--- config.mk ---
export PLATFORM = sky130hd
export DESIGN_NAME = debug_frame_serializer
export DESIGN_NICKNAME = d
export VERILOG_FILES = /design/src/rtl/debug_frame_serializer_pkg.sv /design/src/rtl/debug_frame_serializer.sv
export SDC_FILE = /design/constraint.sdc
export NUM_CORES = 1
export LEC_CHECK = 0
export CORE_AREA = 2 2 130 132
export CTS_BUF_LIST = sky130_fd_sc_hd__clkbuf_16
export CTS_CLUSTER_SIZE = 20
export DETAILED_ROUTE_END_ITERATION = 7
export DIE_AREA = 0 0 132 134
export GPL_TIMING_DRIVEN = 0
export PLACE_DENSITY_LB_ADDON = 0.05
export SYNTH_ARGS = -nofsm -noshare
export SYNTH_HDL_FRONTEND = slang
export SYNTH_SLANG_ARGS = --single-unit
--- constraint.sdc ---
create_clock -name clk -period 6.7 [get_ports clk]
set_input_delay 1.005 -clock clk [delete_from_list [all_inputs] [get_ports clk]]
set_output_delay 1.005 -clock clk [all_outputs]
set_load 0.1 [all_outputs]
--- src/rtl/debug_frame_serializer_pkg.sv ---
// Shared uart/debug constants for the debug frame serializer.
//   DBG_NB_DATA       UART byte width
//   DBG_FRAME_HEADER  first byte of every debug frame
//   NB_ID_EX/...      widths of the pipeline debug buses that can be framed
//   dbg_state_t       serializer FSM encoding (2 bits)
package debug_frame_serializer_pkg;

  localparam int unsigned DBG_NB_DATA = 8;
  localparam logic [DBG_NB_DATA-1:0] DBG_FRAME_HEADER = 8'hA5;

  localparam int unsigned NB_ID_EX  = 144;
  localparam int unsigned NB_EX_MEM = 32;
  localparam int unsigned NB_MEM_WB = 40;

  typedef enum logic [1:0] {
    ST_IDLE = 2'd0,
    ST_SEND = 2'd1,
    ST_WAIT = 2'd2,
    ST_DONE = 2'd3
  } dbg_state_t;

endpackage

--- src/rtl/debug_frame_serializer.sv ---
// Serializes a snapshot of a wide debug bus into a UART frame:
// HEADER, N_PAYLOAD bytes MSB-first, XOR checksum of the payload bytes.
// Ports:
//   clk        system clock, rising edge
//   i_rst      asynchronous reset, active-high
//   i_start    frame request, only honoured while idle
//   i_frame    debug snapshot; byte N_PAYLOAD-1 sits in the top bits
//   i_txDone   byte-finished pulse from uart_tx
//   o_tx_start one-cycle send request to uart_tx
//   o_data     byte for uart_tx, held until i_txDone
//   o_busy     frame in progress
//   o_done     one-cycle pulse once the checksum byte has gone out
module debug_frame_serializer
  import debug_frame_serializer_pkg::*;
#(
  parameter int unsigned        NB_DATA   = DBG_NB_DATA,
  parameter int unsigned        N_PAYLOAD = NB_ID_EX / DBG_NB_DATA,
  parameter logic [NB_DATA-1:0] HEADER    = NB_DATA'(DBG_FRAME_HEADER)
) (
  input  logic                         clk,
  input  logic                         i_rst,
  input  logic                         i_start,
  input  logic [NB_DATA*N_PAYLOAD-1:0] i_frame,
  input  logic                         i_txDone,
  output logic                         o_tx_start,
  output logic [NB_DATA-1:0]           o_data,
  output logic                         o_busy,
  output logic                         o_done
);

  localparam int unsigned NB_FRAME = NB_DATA * N_PAYLOAD;
  localparam int unsigned IDX_W    = $clog2(N_PAYLOAD + 2);
  localparam int unsigned POS_W    = $clog2(NB_FRAME);
  localparam logic [IDX_W-1:0] IDX_CSUM = IDX_W'(N_PAYLOAD + 1);

  dbg_state_t            state, state_d;
  logic [IDX_W-1:0]      idx, idx_d;
  logic [NB_FRAME-1:0]   shadow, shadow_d;
  logic [NB_DATA-1:0]    csum, csum_d;
  logic [NB_DATA-1:0]    data_d;
  logic                  tx_start_d, busy_d, done_d;
  logic                  txdone_prev;

  logic                  txdone_rise_c;
  logic                  is_payload_c;
  logic [POS_W-1:0]      sel_base_c;
  logic [NB_DATA-1:0]    payload_byte_c;
  logic [NB_DATA-1:0]    tx_byte_c;

  // A held i_txDone must count once, so only its rising edge advances the frame.
  assign txdone_rise_c = i_txDone & ~txdone_prev;

  // Byte to send for the current index; payload index 1 maps to the top byte.
  always_comb begin
    is_payload_c = (idx != '0) && (idx != IDX_CSUM);
    sel_base_c   = '0;
    if (is_payload_c) begin
      sel_base_c = POS_W'((N_PAYLOAD - 32'(idx)) * NB_DATA);
    end
    payload_byte_c = shadow[sel_base_c +: NB_DATA];
    if (idx == '0) begin
      tx_byte_c = HEADER;
    end else if (idx == IDX_CSUM) begin
      tx_byte_c = csum;
    end else begin
      tx_byte_c = payload_byte_c;
    end
  end

  // Next-state and next-output logic.
  always_comb begin
    state_d    = state;
    idx_d      = idx;
    shadow_d   = shadow;
    csum_d     = csum;
    data_d     = o_data;
    tx_start_d = 1'b0;
    busy_d     = 1'b0;
    done_d     = 1'b0;

    case (state)
      ST_IDLE: begin
        if (i_start) begin
          shadow_d = i_frame;
          idx_d    = '0;
          csum_d   = '0;
          busy_d   = 1'b1;
          state_d  = ST_SEND;
        end
      end
      ST_SEND: begin
        tx_start_d = 1'b1;
        data_d     = tx_byte_c;
        busy_d     = 1'b1;
        state_d    = ST_WAIT;
      end
      ST_WAIT: begin
        busy_d = 1'b1;
        if (txdone_rise_c) begin
          if (is_payload_c) begin
            csum_d = csum ^ o_data;
          end
          if (idx == IDX_CSUM) begin
            busy_d  = 1'b0;
            done_d  = 1'b1;
            state_d = ST_DONE;
          end else begin
            idx_d   = idx + 1'b1;
            state_d = ST_SEND;
          end
        end
      end
      ST_DONE: begin
        state_d = ST_IDLE;
      end
      default: begin
        state_d = ST_IDLE;
      end
    endcase
  end

  // State, datapath and output registers.
  always_ff @(posedge clk or posedge i_rst) begin
    if (i_rst) begin
      state       <= ST_IDLE;
      idx         <= '0;
      shadow      <= '0;
      csum        <= '0;
      txdone_prev <= 1'b0;
      o_tx_start  <= 1'b0;
      o_data      <= '0;
      o_busy      <= 1'b0;
      o_done      <= 1'b0;
    end else begin
      state       <= state_d;
      idx         <= idx_d;
      shadow      <= shadow_d;
      csum        <= csum_d;
      txdone_prev <= i_txDone;
      o_tx_start  <= tx_start_d;
      o_data      <= data_d;
      o_busy      <= busy_d;
      o_done      <= done_d;
    end
  end

endmodule
==> results of run 1 <==
## per-layer routing
| layer | track usage, % | up-vias |
|---|---|---|
| met3 | 6.122 | 34 |
| met4 | 9.058 | 0 |
| met1 | 33.27 | 3086 |
| li1 | - | 2709 |
| met5 | 0 | - |
| met2 | 43.89 | 246 |
## power groups by stage
stage	logic (µW)	clock network, µW	registers [µW]
finish	2400	927	1830
global route	2550	982	1880
CTS	2400	940	1820
detailed placement	2380	0	1840
global placement	2340	0	1810
floorplan	1550	0	1920
## flip-flops by register name, indices dropped and copies added (netlist names)
register and flops:
csum 8, o_tx_start 1, o_busy 1, idx 5
state 2, o_data 8, o_done 1, shadow 144
txdone_prev 1
## layout make-up
type | count | area share, %
repair buffers | 159 | 15.24
well taps | 220 | 2.607
clock inverters | 13 | 1.078
flip-flops and latches | 171 | 40.53
multi-input cells | 416 | 34.07
inverters | 11 | 0.4621
plain buffers | 40 | 1.991
clock buffers | 17 | 4.029
## metrics by stage
stage	setup TNS, ns	area (µm²)	hold WS [ns]
final	0	10560	0.5021
after global routing	0	10560	0.5196
after CTS	0	10560	0.5055
after detailed placement	0	10020	0.4915
after global placement	-170.81	9985	0.4858
after floorplan	0	8128	0.4721
## cells by family (layout without fill, tap and decap cells)
logic type / count (synthesis) / after routing
multiplexers: 178 / 178
flip-flops: 171 / 171
AO/OA/AOI/OAI: 113 / 113
AND/OR/NAND/NOR: 109 / 109
buffers and inverters: 51 / 240
XOR/XNOR: 13 / 13
adder cells (fa/ha/maj): 3 / 3
## worst min path at each step
stage                   to  slack [ns]  cells past startpoint
4_1_cts         shadow[69]        0.51                      1
6_report       shadow[115]        0.50                      1
2_1_floorplan   shadow[41]        0.47                      1
5_1_grt         shadow[69]        0.52                      1
3_3_place_gp   shadow[121]        0.49                      1
3_5_place_dp    shadow[69]        0.49                      1
## placed cells by master, fill, tap and decap left out, types with 5 or more instances in the layout
cell type        netlist  layout
dfrtp_1              171     171
a2bb2oi_1              7       7
nand3_1               11      11
a21oi_1               20      20
nand2b_1               5       5
xor2_1                11      11
buf_2                 24      24
inv_1                 10      12
a211oi_1               7       7
clkbuf_16              0      17
o221ai_1              11      11
o22ai_1               14      14
mux2i_1               15      15
o21ai_0                9       9
nand2_1               27      27
nor2_1                38      38
mux2_2               154     154
a221oi_1               7       7
clkdlybuf4s50_1        0     158
clkbuf_1              11      11
==> results.yml, run 1 <==
finish:
  diodes: 0
  regArea_um2: 4279
  instances_no_fill: 1047
  multi_input_area_um2: 3597
  final_util_pct: 64.82
  fillCellCount: 1269
  nets: 967
  area_growth_pct: 29.91
  drive_gt1_share_pct: 28.05
power:
  p_leak_uw: 0.004319
  internal_power_uw: 3157
  p_total_uw: 5150
  seqPwrFrac_pct: 35.5
  power.density_nw_per_um2: 487.7
  p_sw_share_pct: 38.69
  p_sw_uw: 1993
  clkPwrFrac_pct: 18.0
  max-vdd-ir-drop_mv: 0.2713
  p_comb_share_pct: 46.5
timing:
  tightest_slew_ns: 1.345
  max-slew-margin-rel_pct: 10.12
  finClkSkew_ns: 0.005863
  rsz0062_at_grt: "no"
  period_share_pct: 53.60
  timing.fmax_ghz: 0.2785
  setup_viol: 0
  fin_ws_ns: 3.109
  finalHoldViolations: 0
  min_period_ns: 3.591
  drv_slew: 0
global_route:
  overflow: 0
  antenna_found_initial: 0
  grt_pass1_vias: 6295
  grt_max_degree: 111
  grt_usage_pct: 26.08
  grt_pass1_wl_um: 34990
synthesis:
  synth_edf_count: 0
  synthSimpleGateAreaFrac_pct: 6.450
  syn_nets: 789
  synth_top_family_by_area: "multiplexers"
  synth_area_leaders: "dfrtp_1 53%, mux2_2 21%, mux2i_1 1.8%"
  synth.area.mux_share_pct: 25.31
  ys_ff_latch: 171
  syn_area_per_cell_um2: 12.74
  synth_compound_gate_area_share_pct: 10.64
  synthFlopType: "dfrtp_1"
  synth_largest_area_cell: "dfrtp_1"
  synth_fa_ha_area_share_pct: 0.4618
  synth_common_cells: "171 x dfrtp_1, 154 x mux2_2, 38 x nor2_1"
  synthesis.area_um2: 8128
  ys_seq_area_share_pct: 52.65
  async_reset_ff_share_pct: 100.0
  synth_warnings: 0
  yosysUniqueCellTypes: 65
  syn_inst: 638
  synth.most_common_cell: "dfrtp_1"
  synth_top_cell_area_share_pct: 52.65
  synthXorXnorAreaFrac_pct: 1.401
placement:
  dp.cells: 1017
  port_buffers: 158
  gp_congestion: 0.9463
  place_ws_ns: 2.781
  hpwlAfterDp_um: 16520
hold_path:
  min_path_type: "reg2reg"
  hold_start: "shadow[115]"
worst_setup_path:
  reg2reg_from: "idx[0]"
  cp_num_buf_inv: 4
  cp.depth: 10
  timing.rr.end: "o_data[4]"
  cp-endpoint: "o_data[4]"
  cp_max_fo: 10
  path_class: "reg2reg"
  worstPathArrival_ns: 3.89
  worstPathRequired_ns: 7.00
  worstSetupStartpointType: "flip-flop"
  ff2ff_setup_slack_ns: 3.11
  crit_chain: "buf_2, inv_1, clkbuf_1, ha_1, mux2_4, a21oi_4, buf_2, a21oi_1, a221oi_1, o41ai_1"
  crit_start: "idx[0]"
  crit_family: "compound AO/OA/AOI/OAI gates"
  cp-end-kind: "flip-flop"
  critPathMaxStageDelay_ns: 0.58
  crit_slowest_cell: "a221oi_1"
  path_common_cell: "buf_2"
  reg2regPathDepth: 10
drt:
  detail-route-antenna-nets: 0
  drt_pass1_iterations: 7
  dr_wl_met3_um: 1519
  drcViolationCount: 0
  maxUsedRoutingLayer: "met4"
  drt_iter0_markers: 370
  viasPerCell: 5.802
  wl_met2_um: 11130
  wl_per_cell_um: 21.39
  finalWirelength_um: 22400
  vias: 6075
  wl_met1_um: 9282
clock_network:
  clk_latency_ns: 0.43
  cts_resized: 0
  hold_buffers: 0
  cts_setup_buffers: 0
  tritoncts: "built"
  cts.clk_slew.worst_paths_ns: 0.06
  max-clock-path-buffers: 2
  root_buffer: "clkbuf_16"
  htreeDepth: 4
  numCtsBuffers: 17
  clock-sinks: 171
flow_run:
  max_cap_viol_count: 0
floorplanning:
  core_area_um2: 16290
  die-area_um2: 17690
  fp-row-count: 47
  pin_count: 159
  die_h_um: 134
  start_util_pct: 49.90
  chipWidth_um: 132
outcome:
  outcome: "finished clean"
Power figures use the tool's default switching activity.
==> run 2, diff against run 1 <==
==> constraint.sdc (replaced) <==
create_clock -name clk -period 3.6 [get_ports clk]
set_input_delay 0.54 -clock clk [delete_from_list [all_inputs] [get_ports clk]]
set_output_delay 0.54 -clock clk [all_outputs]
set_load 0.1 [all_outputs]
==> run 2 against run 1 <==
Total power up 88%. First-iteration DRC count down 4.6%. Largest power group unchanged. Register-to-register slack got worse by 2.9 ns. Global-route usage rose by 0.56 points. Combinational power rose by 88%. Critical path type unchanged. Die area is the same.
==> results.yml, run 2 (synthesized netlist as in run 1, its figures left out) <==
power:
  p_total_uw: 9693
  power.density_nw_per_um2: 911.3
  p_sw_share_pct: 38.46
  max-vdd-ir-drop_mv: 0.4887
  p_sw_uw: 3728
  internal_power_uw: 5965
  p_leak_uw: 0.004358
  seqPwrFrac_pct: 35.1
  clkPwrFrac_pct: 18.5
  p_comb_share_pct: 46.4
drt:
  wl_met1_um: 9567
  wl_per_cell_um: 21.64
  drt_iter0_markers: 353
  dr_wl_met3_um: 1335
  vias: 5963
  detail-route-antenna-nets: 0
  maxUsedRoutingLayer: "met4"
  wl_met2_um: 11270
  viasPerCell: 5.679
  drcViolationCount: 0
  drt_pass1_iterations: 6
  finalWirelength_um: 22730
timing:
  period_share_pct: 94.89
  drv_slew: 0
  setup_viol: 0
  rsz0062_at_grt: "no"
  tightest_slew_ns: 1.324
  finalHoldViolations: 0
  timing.fmax_ghz: 0.2927
  finClkSkew_ns: 0.007645
  max-slew-margin-rel_pct: 11.56
  min_period_ns: 3.416
  hold_slack_ns: 0.4118
clock_network:
  clock-sinks: 171
  max-clock-path-buffers: 2
  numCtsBuffers: 17
  cts.clk_slew.worst_paths_ns: 0.07
  cts_resized: 1
  clk_latency_ns: 0.43
  htreeDepth: 4
  cts_setup_buffers: 0
  root_buffer: "clkbuf_16"
  hold_buffers: 0
  tritoncts: "built"
worst_setup_path:
  cp-end-kind: "flip-flop"
  worstPathRequired_ns: 3.90
  ff2ff_setup_slack_ns: 0.18
  worstSetupStartpointType: "flip-flop"
  cp_max_fo: 10
  worstPathArrival_ns: 3.71
  path_class: "reg2reg"
floorplanning:
  core_area_um2: 16290
  die-area_um2: 17690
  chipWidth_um: 132
  die_h_um: 134
  fp-row-count: 47
  start_util_pct: 49.90
  pin_count: 159
outcome:
  outcome: "finished clean"
global_route:
  overflow: 0
  antenna_found_initial: 0
  grt_pass1_vias: 6397
  grt_max_degree: 45
  grt_usage_pct: 26.64
  grt_pass1_wl_um: 35610
finish:
  nets: 970
  area_growth_pct: 30.87
  drive_gt1_share_pct: 28.31
  final_cell_area_um2: 10640
  final_util_pct: 65.30
  regMostFlops: "shadow"
  largestRegisters: "shadow x144, csum x8, o_data x8"
  largest_register_ffs: 144
  mostFrequentLayoutCells: "171 x dfrtp_1, 158 x clkdlybuf4s50_1, 154 x mux2_2, 38 x nor2_1, 27 x nand2_1"
  final_common_cell: "dfrtp_1"
  fillCellCount: 1272
  diodes: 0
placement:
  port_buffers: 158
  dpl_cell_area_um2: 10070
  gp_congestion: 0.9298
  hpwlAfterDp_um: 17030
hold_path:
  min_path_type: "in2async"
flow_run:
  max_cap_viol_count: 0
-- run 2: changes by cell type in the layout (fill, tap and decap cells not counted) --
cell | before | now
clkbuf_1 | 11 | 10
clkinvlp_4 | 2 | 1
bufinv_16 | 2 | 3
buf_16 | 1 | 0
clkinv_2 | 4 | 3
clkbuf_2 | 0 | 1
inv_8 | 1 | 0
buf_4 | 2 | 4
buf_2 | 24 | 22
inv_6 | 0 | 1
buf_12 | 0 | 4
clkinv_1 | 2 | 3
-- run 2: metrics by stage --
stage / TNS [ns] / instances / worst slack (ns)
3_3_place_gp: -71.05 / 1016 / -0.4310
2_1_floorplan: 0 / 638 / 0.8773
3_5_place_dp: -0.01336 / 1020 / -0.01233
6_report: 0 / 1050 / 0.1839
4_1_cts: 0 / 1050 / 0.07029
5_1_grt: 0 / 1050 / 0.07376
-- run 2: final cells by class --
class                      count  area, µm²  area share [%]
timing repair buffer         162       1662           15.62
multi-input combinational    416       3597           33.82
clock buffer                  17      425.4           4.000
tap                          220      275.3           2.588
clock inverter                13      136.4           1.282
inverter                      11      45.04          0.4235
buffer                        40      216.5           2.035
sequential                   171       4279           40.23
-- run 2: power by group through the flow --
| stage | clock network [µW] | logic, µW | registers (µW) |
|---|---|---|---|
| after floorplan | 0 | 2880 | 3580 |
| after detailed placement | 0 | 4450 | 3430 |
| after global placement | 0 | 4360 | 3370 |
| after CTS | 1810 | 4490 | 3400 |
| after global routing | 1880 | 4790 | 3520 |
| final | 1790 | 4500 | 3410 |
-- run 2: final timing paths --
| kind | startpoint | endpoint | depth (start not counted) |
|---|---|---|---|
| worst min-delay path | i_rst | shadow[19] | 2 |
| min in group clk | shadow[69] | shadow[69] | 1 |
| worst min register to register | shadow[69] | shadow[69] | 1 |
| worst max-delay path | idx[0] | o_data[4] | 10 |
| max in group asynchronous | i_rst | shadow[79] | 5 |
| worst max register to register | idx[0] | o_data[4] | 10 |
-- run 2: worst max-delay path, stage by stage (launching register included) --
cell	delay (ns)
dfrtp_1	0.47
buf_4	0.28
inv_1	0.08
clkbuf_2	0.24
ha_1	0.34
mux2_4	0.35
a21oi_4	0.37
buf_2	0.33
a21oi_1	0.12
a221oi_1	0.59
o41ai_1	0.11
-- run 2: metal layers --
layer / vias up / global-route usage, %
li1: 2704 / -
met1: 2994 / 34.17
met2: 228 / 45.02
met3: 37 / 5.631
met4: 0 / 9.481
met5: - / 0
